### config.mk
export PLATFORM = sky130hd
export DESIGN_NAME = systolic_feed_scheduler_flat
export DESIGN_NICKNAME = d
export VERILOG_FILES = /design/src/rtl/systolic_feed_scheduler_if.sv /design/src/rtl/systolic_feed_scheduler.sv /design/src/flat_wrapper.sv
export SDC_FILE = /design/constraint.sdc
export NUM_CORES = 1
export LEC_CHECK = 0
export ABC_AREA = 0
export CAP_MARGIN = 0
export CORE_ASPECT_RATIO = 1.2
export CORE_MARGIN = 2
export CORE_UTILIZATION = 59
export DETAILED_ROUTE_END_ITERATION = 8
export PLACE_DENSITY = 0.84
export SYNTH_ARGS = -nofsm -noshare
export SYNTH_HDL_FRONTEND = slang
export SYNTH_SLANG_ARGS = --single-unit
export TNS_END_PERCENT = 50
### constraint.sdc
create_clock -name clk -period 10.03 [get_ports clk]
set_input_delay 2.5075 -clock clk [delete_from_list [all_inputs] [get_ports clk]]
set_output_delay 2.5075 -clock clk [all_outputs]
set_load 0.05 [all_outputs]
### src/rtl/systolic_feed_scheduler_if.sv
// Control and datapath-facing signals of the systolic feed scheduler.
// The slave modport is the scheduler; the master modport is the TPU control
// side that issues starts and the write-out SRAM side that returns ready.
interface systolic_feed_scheduler_if #(
  parameter int array_size = 8
);
  localparam int IW = $clog2(array_size);

  logic                  tpu_start;
  logic [8:0]            k_len;
  logic                  wr_ready;
  logic [array_size-1:0] data_start;
  logic [array_size-1:0] weight_start;
  logic                  alu_start;
  logic [8:0]            cycle_num;
  logic                  sram_write_enable;
  logic [IW-1:0]         matrix_index;
  logic                  busy;
  logic                  tpu_done;

  modport master (
    output tpu_start, k_len, wr_ready,
    input  data_start, weight_start, alu_start, cycle_num,
           sram_write_enable, matrix_index, busy, tpu_done
  );

  modport slave (
    input  tpu_start, k_len, wr_ready,
    output data_start, weight_start, alu_start, cycle_num,
           sram_write_enable, matrix_index, busy, tpu_done
  );
endinterface

### src/rtl/systolic_feed_scheduler.sv
// Sequences one matrix-multiply pass through an N x N systolic array:
// diagonally skewed FIFO pop enables while feeding, a drain window so the
// last partial sums reach the array edge, then a row-by-row write-out to
// the result SRAM under a ready handshake. Every output is decoded from
// registered state only, so no input reaches an output combinationally.
module systolic_feed_scheduler #(
  parameter int datawith   = 16,
  parameter int array_size = 8
) (
  input logic                      clk,
  input logic                      rst,
  systolic_feed_scheduler_if.slave bus
);
  localparam int N  = array_size;
  localparam int IW = $clog2(array_size);

  if (datawith < 1 || array_size < 2 || array_size > 16) begin : g_param_check
    $error("systolic_feed_scheduler: datawith must be >= 1 and array_size within 2..16");
  end

  typedef enum logic [2:0] {
    IDLE,
    FEED,
    DRAIN,
    WRITE,
    DONE
  } state_t;

  state_t        state, state_next;
  logic [8:0]    c, c_next;
  logic [IW-1:0] row, row_next;
  logic [8:0]    k_lat, k_next;
  logic [8:0]    k_eff;
  logic [9:0]    feed_last;
  logic [9:0]    drain_last;
  logic [N-1:0]  feed_mask;

  // K of zero still needs one operand beat; anything past 256 is capped
  assign k_eff = (bus.k_len == 9'd0)   ? 9'd1   :
                 (bus.k_len > 9'd256)  ? 9'd256 : bus.k_len;

  // Last compute cycle of the feed window and of the drain window
  assign feed_last  = {1'b0, k_lat} + 10'(N - 2);
  assign drain_last = {1'b0, k_lat} + 10'(2 * N - 3);

  // State, compute counter, write-out row and latched depth
  always_ff @(posedge clk) begin
    if (rst) begin
      state <= IDLE;
      c     <= '0;
      row   <= '0;
      k_lat <= '0;
    end else begin
      state <= state_next;
      c     <= c_next;
      row   <= row_next;
      k_lat <= k_next;
    end
  end

  // Pass sequencing; starts outside IDLE are simply not looked at
  always_comb begin
    state_next = state;
    c_next     = c;
    row_next   = row;
    k_next     = k_lat;
    case (state)
      IDLE: begin
        c_next   = '0;
        row_next = '0;
        if (bus.tpu_start) begin
          k_next     = k_eff;
          state_next = FEED;
        end
      end
      FEED: begin
        c_next = c + 9'd1;
        if ({1'b0, c} == feed_last) state_next = DRAIN;
      end
      DRAIN: begin
        c_next = c + 9'd1;
        if ({1'b0, c} == drain_last) begin
          state_next = WRITE;
          c_next     = '0;
          row_next   = '0;
        end
      end
      WRITE: begin
        if (bus.wr_ready) begin
          if (row == IW'(N - 1)) state_next = DONE;
          else                   row_next   = row + IW'(1);
        end
      end
      DONE: begin
        state_next = IDLE;
      end
      default: begin
        state_next = IDLE;
      end
    endcase
  end

  // Row/column i pops while i <= c < i+K, giving the diagonal skew
  always_comb begin
    feed_mask = '0;
    for (int i = 0; i < N; i++) begin
      if (state == FEED && {1'b0, c} >= 10'(i) && {1'b0, c} < 10'(i) + {1'b0, k_lat})
        feed_mask[i] = 1'b1;
    end
  end

  assign bus.data_start        = feed_mask;
  assign bus.weight_start      = feed_mask;
  assign bus.alu_start         = (state == FEED) || (state == DRAIN);
  assign bus.cycle_num         = bus.alu_start ? c : 9'd0;
  assign bus.sram_write_enable = (state == WRITE);
  assign bus.matrix_index      = (state == WRITE) ? row : '0;
  assign bus.busy              = (state != IDLE);
  assign bus.tpu_done          = (state == DONE);
endmodule
### src/flat_wrapper.sv
// flat-port wrapper written by rule: the top's interface ports become plain ports
module systolic_feed_scheduler_flat 
#(
  parameter int datawith   = 16,
  parameter int array_size = 8
)
  (clk, rst, bus_tpu_start, bus_k_len, bus_wr_ready, bus_data_start, bus_weight_start, bus_alu_start, bus_cycle_num, bus_sram_write_enable, bus_matrix_index, bus_busy, bus_tpu_done);
  systolic_feed_scheduler_if #(.array_size(array_size)) bus_i ();
  input logic clk;
  input logic rst;
  input wire logic [$bits(bus_i.tpu_start)-1:0] bus_tpu_start;
  input wire logic [$bits(bus_i.k_len)-1:0] bus_k_len;
  input wire logic [$bits(bus_i.wr_ready)-1:0] bus_wr_ready;
  output wire logic [$bits(bus_i.data_start)-1:0] bus_data_start;
  output wire logic [$bits(bus_i.weight_start)-1:0] bus_weight_start;
  output wire logic [$bits(bus_i.alu_start)-1:0] bus_alu_start;
  output wire logic [$bits(bus_i.cycle_num)-1:0] bus_cycle_num;
  output wire logic [$bits(bus_i.sram_write_enable)-1:0] bus_sram_write_enable;
  output wire logic [$bits(bus_i.matrix_index)-1:0] bus_matrix_index;
  output wire logic [$bits(bus_i.busy)-1:0] bus_busy;
  output wire logic [$bits(bus_i.tpu_done)-1:0] bus_tpu_done;
  assign bus_i.tpu_start = bus_tpu_start;
  assign bus_i.k_len = bus_k_len;
  assign bus_i.wr_ready = bus_wr_ready;
  assign bus_data_start = bus_i.data_start;
  assign bus_weight_start = bus_i.weight_start;
  assign bus_alu_start = bus_i.alu_start;
  assign bus_cycle_num = bus_i.cycle_num;
  assign bus_sram_write_enable = bus_i.sram_write_enable;
  assign bus_matrix_index = bus_i.matrix_index;
  assign bus_busy = bus_i.busy;
  assign bus_tpu_done = bus_i.tpu_done;
  systolic_feed_scheduler #(.datawith(datawith), .array_size(array_size)) u_core (.clk(clk), .rst(rst), .bus(bus_i));
endmodule
Word level (Yosys, flattened, before mapping)
Index checks and enable logic that the tools add are counted.

storage, ports and cells
  register bits after elaboration = 24
  input port bits = 13
  output and inout port bits = 32
  word-level logic and storage cells = 91

operators by class
  $add $sub $neg = 10
  magnitude comparators = 16
  equal/unequal tests = 13
  mux-type cells = 24
  reductions and logical operators = 24

operators with widths
  kind                                                                    number
  9-bit by 10-bit less-than comparator with 1-bit output                  7
  9-bit by 3-bit >= comparator with 1-bit output (second input constant)  4
  9-bit 2-to-1 mux                                                        4
  3-bit by 9-bit adder with 10-bit output (first input constant)          3
  3-bit 2-to-1 mux                                                        9
  9-bit case mux with 3 select lines                                      1
  2-bit by 9-bit adder with 10-bit output (first input constant)          2
  9-bit by 10-bit equality test with 1-bit output                         2
  9-bit by 2-bit >= comparator with 1-bit output (second input constant)  2
  1-bit logical AND                                                       15
  3-bit case mux with 4 select lines                                      1
  1-bit by 9-bit adder with 10-bit output (first input constant)          1
  9-bit by 3-bit adder with 10-bit output (second input constant)         1
  9-bit by 4-bit adder with 10-bit output (second input constant)         1
  9-bit by 1-bit adder with 9-bit output (second input constant)          1
  9-bit by 1-bit >= comparator with 1-bit output (second input constant)  1
  9-bit greater-than comparator (second input constant)                   1
  9-bit logical NOT                                                       1
  9-bit less-than comparator                                              1
  3-bit case mux with 3 select lines                                      1
  3-bit nonzero test                                                      3
  1-bit 2-to-1 mux                                                        8
  3-bit by 2-bit equality test with 1-bit output (second input constant)  2
  3-bit equality test (second input constant)                             2
  9 further kinds                                                         13

Longest topological paths before layout
  word-level depth = 4
  gate-level depth with buffers = 12
  mapped depth without buffers = 11

Least setup slack after synthesis
OpenSTA, ideal clock, no wires.

  path kind = register to output
  from = register u_core.k_lat[2]
  to = output bus_weight_start[7]
  arrival time = 3.430 ns
  required time = 7.523 ns
  slack = 4.093 ns
  cell stages (with the launch flop) = 13
  buffers on the path = 2
  cells stage by stage = dfxtp_1 > buf_6 > inv_1 > ha_1 > a21boi_0 > nor2_1 > xnor2_1 > ha_1 > a21oi_1 > o21ai_0 > a31o_2 > a21oi_1 > buf_4

on the way
  cells in the longest elaborated chain, start to end = 4

ends and longest elaborated chain
  element                                                 RTL line                        RTL
  start, declared                                         systolic_feed_scheduler.sv:32   logic [8:0] k_lat, k_next;
  start signal, assigned                                  systolic_feed_scheduler.sv:57   k_lat <= k_next;
  3-bit by 9-bit adder with 10-bit output                 systolic_feed_scheduler.sv:107  if (state == FEED && {1'b0, c} >= 10'(i) && {1'b0, c} < 10'(i) + {1'b0, k_lat})
  9-bit by 10-bit less-than comparator with 1-bit output  systolic_feed_scheduler.sv:107
  1-bit logical AND                                       systolic_feed_scheduler.sv:107
  1-bit 2-to-1 mux                                        systolic_feed_scheduler.sv:107
  end, declared                                           flat_wrapper.sv:15              output wire logic [$bits(bus_i.weight_start)-1:0] bus_weight_start;

No other way between the ends.

Final worst setup path
  from = register u_core.k_lat[2]
  to = output bus_data_start[7]

on the way
  cells in the longest elaborated chain, start to end = 4

ends and longest elaborated chain
  element                                                 RTL line                        RTL
  3-bit by 9-bit adder with 10-bit output                 systolic_feed_scheduler.sv:107
  9-bit by 10-bit less-than comparator with 1-bit output  systolic_feed_scheduler.sv:107
  1-bit logical AND                                       systolic_feed_scheduler.sv:107
  1-bit 2-to-1 mux                                        systolic_feed_scheduler.sv:107
  end, declared                                           flat_wrapper.sv:14              output wire logic [$bits(bus_i.data_start)-1:0] bus_data_start;

No other way between the ends.

==> results.txt <==
----------------------------------------------------
[Status]
  Run status ... completed

[Detailed routing]
  Remaining design rule violation count ... 0
  Total vias in the final route ... roughly 3700
  ANT nets after route ... 0
  Average routed wire per standard cell ... between 15 and 20 um
  Number of detailed-route iterations in the first pass ... 4
  Per-cell via count in the routed design ... between 6 and 7
  Detailed Route Iter0 Violations ... between 200 and 250
  Detailed-route wire length ... around 10 mm

[Setup path]
  Data arrival time of the critical path ... ~4 ns
  CP max stage delay ... 0.83 ns
  Critical path startpoint category ... flip-flop
  WP data required ... 7.52 ns
  Highest-delay cell along the critical path ... sky130_fd_sc_hd__clkdlybuf4s50_1
  Maximum fanout count along the critical path ... 11
  Crit. End Element ... output port
  Cells traversed along the worst timing path ... inv_1, ha_1, a21boi_0, nor2_1, xnor2_1, ha_1, a21oi_1, o21ai_0, a31o_2, a21oi_1, clkdlybuf4s50_1
  CP Class ... flip-flop to output port
  Dominant delay contributor by cell family on the critical path ... compound AO/OA/AOI/OAI gates
  Reg2reg setup slack ... around 6.7 ns
  Buffer and inverter count on the worst path ... 2

[Logic synthesis]
  Yosys top cell area share ... between 20% and 30%
  Post-Syn Instances ... just under 500
  Synth top cells by count ... sky130_fd_sc_hd__ha_1, sky130_fd_sc_hd__nor2_1, sky130_fd_sc_hd__xnor2_1, sky130_fd_sc_hd__a21oi_1, sky130_fd_sc_hd__nand2_1
  Dominant cell type by area after synthesis ... sky130_fd_sc_hd__ha_1
  Mean Syn Cell Area ... approximately 7.7 um^2
  Number of synthesized flops with an enable pin ... 0
  Fraction of synthesis flops using an asynchronous set or reset pin ... 0%
  Top_reg_cell synth ... sky130_fd_sc_hd__dfxtp_1
  Net count after synthesis ... between 500 and 600
  Number of distinct library cell variants in the gate-level netlist after synthesis ... 55
  Synth top area cells ... sky130_fd_sc_hd__ha_1, sky130_fd_sc_hd__dfxtp_1, sky130_fd_sc_hd__xnor2_1
  Most used standard cell by instance count after synthesis ... sky130_fd_sc_hd__ha_1
  Yosys warnings ... 0
  Share of the yosys chip area belonging to registers ... between 10% and 20%
  Count of state elements after synthesis ... 24
  Post-synthesis cell area ... between 0.003 and 0.004 mm^2

[Placed design]
  Half-perimeter wire length after detailed placement ... 7.85 mm
  Port buffer count ... 44
  Final weighted congestion in routability-driven placement ... a little under 1

[STA]
  Worst slew margin relative to its limit ... a little under half
  Max-slew violation count ... 0
  Clock skew ... around 0.0041 ns
  Final setup violation count ... 0
  Hold violation count in the final report ... 0
  Fin crit period ... 6.53 ns
  Setup TNS ... 0 ns
  Worst hold margin ... 0.517 ns
  Final period utilization ... 65.1%
  Max Clk Rate ... between 150 and 200 MHz
  Slew at the pin closest to its max-slew limit ... 0.810 ns
  Unrepaired setup endpoints after global routing ... no

[CTS]
  CTS Root Buffer Type ... sky130_fd_sc_hd__clkbuf_8
  Post-CTS setup buffer count ... 0
  Total of cells resized after clock tree synthesis ... 0
  Clock slew seen by the registers of the worst setup and hold paths ... 0.08 ns
  Hold buffer count at cts ... 0
  Clock buffer count from CTS ... 3
  Deepest level of the CTS H-tree ... 1
  CTS sink cnt ... 24
  Later-pin clock latency in the skew report ... roughly 0.27 ns
  TritonCTS clock tree ... yes
  Longest Clk Path Bufs ... 2

[Global routing]
  Global-route wire length before repair ... between 15 and 20 mm
  Maximum number of pins on one net before global-route repair ... 23
  Initial antenna violation count ... 0
  Number of global-route vias before repair ... 3699
  Global-route total usage across every layer ... between 20% and 30%
  Remaining global-route overflow ... 0

[Cells and area]
  Filler Cells Inserted ... roughly 570
  Share of cells above drive strength 1 ... 3.89%
  Ant. Diodes ... 0
  # nets final ... 607
  Area growth syn-to-layout ... 11.6%
  Util after Layout ... roughly 67%

[Die]
  Die area ... slightly above 0.007 mm^2
  Starting utilization of the core area ... approximately three fifths
  Rows ... 32
  Height of the die ... just over 90 um
  Placeable core area ... between 0.006 and 0.007 mm^2
  I/O pin count ... 45
  Die width ... around 77 um

[Min path]
  Type of the worst min-delay path ... flip-flop to flip-flop

[Power]
  Power density over the cells ... around 120 mW/mm^2
  Post-layout power ... slightly below 500 uW
  Leakage dissipation ... between 1.5 and 2 nW
  Max IR drop VDD ... around 160 uV

[Run]
  Max-cap check violation count ... 0

----------------------------------------------------
[report_power, final]
part	internal, mW	switching (mW)
Combinational	0.105	0.180
Sequential	0.104	0.0313
Clock	0.0351	0.0320
[worst paths after layout]
path / from / to / cells after the start
worst max-delay path: u_core.k_lat[2] / bus_data_start[7] / 11
worst min-delay path: u_core.row[1] / u_core.row[1] / 1
worst max register to register: u_core.k_lat[3] / u_core.c[4] / 9
worst min register to register: u_core.row[1] / u_core.row[1] / 1
[registers in the layout, indices dropped and copies added, names as in the netlist]
signal,flops
u_core.c,9
u_core.k_lat,9
u_core.row,3
u_core.state,3
[kinds of logic (layout without fill, tap and decap cells)]
kind of cell | count (synthesis) | after routing | synth area share (%)
and+or+nand+nor | 169 | 169 | 22.1
AOI/OAI and AO/OA | 116 | 116 | 19.9
adders and majority gates | 79 | 79 | 26.1
xor gates and xnor gates | 55 | 55 | 12.7
buffers and inverters | 52 | 71 | 6.53
DFF | 24 | 24 | 12.7
[final cells by class]
class	count	area [um^2]	area share, %
Clock buffer	4	55.1	1.30
Timing Repair Buffer	44	440	10.4
Tap cell	85	106	2.51
Inverter	23	86.3	2.04
Multi-Input combinational cell	419	3060	72.4
Sequential cell	24	480	11.4
[metal layers]
| metal | vias up | GRT usage (%) | wire, um |
|---|---|---|---|
| met5 | - | 0 | 0 |
| met4 | 0 | 18.3 | 523 |
| met3 | 38 | 2.46 | 706 |
| met2 | 151 | 52.3 | 4980 |
| met1 | 1701 | 34.2 | 4060 |
| li1 | 1784 | - | - |
[metrics by stage]
step | instances | setup WS, ns | area [um^2]
finish | 599 | 3.50 | 4230
global placement | 595 | 4.00 | 4180
floorplan | 495 | 4.09 | 3790
detailed placement | 595 | 3.80 | 4180
global route | 599 | 3.19 | 4230
CTS | 599 | 3.51 | 4230
[cell usage in the layout, fill, tap and decap left out, types with 8 or more instances in the layout]
cell	count
sky130_fd_sc_hd__a21o_1	11
sky130_fd_sc_hd__a21oi_1	45
sky130_fd_sc_hd__and2_1	11
sky130_fd_sc_hd__clkdlybuf4s50_1	44
sky130_fd_sc_hd__dfxtp_1	24
sky130_fd_sc_hd__ha_1	79
sky130_fd_sc_hd__inv_1	21
sky130_fd_sc_hd__nand2_1	42
sky130_fd_sc_hd__nor2_1	51
sky130_fd_sc_hd__nor3_1	14
sky130_fd_sc_hd__nor3b_1	9
sky130_fd_sc_hd__o21ai_0	16
sky130_fd_sc_hd__xnor2_1	47
sky130_fd_sc_hd__xor2_1	8
No activity file was read; power rests on OpenSTA's default activity.
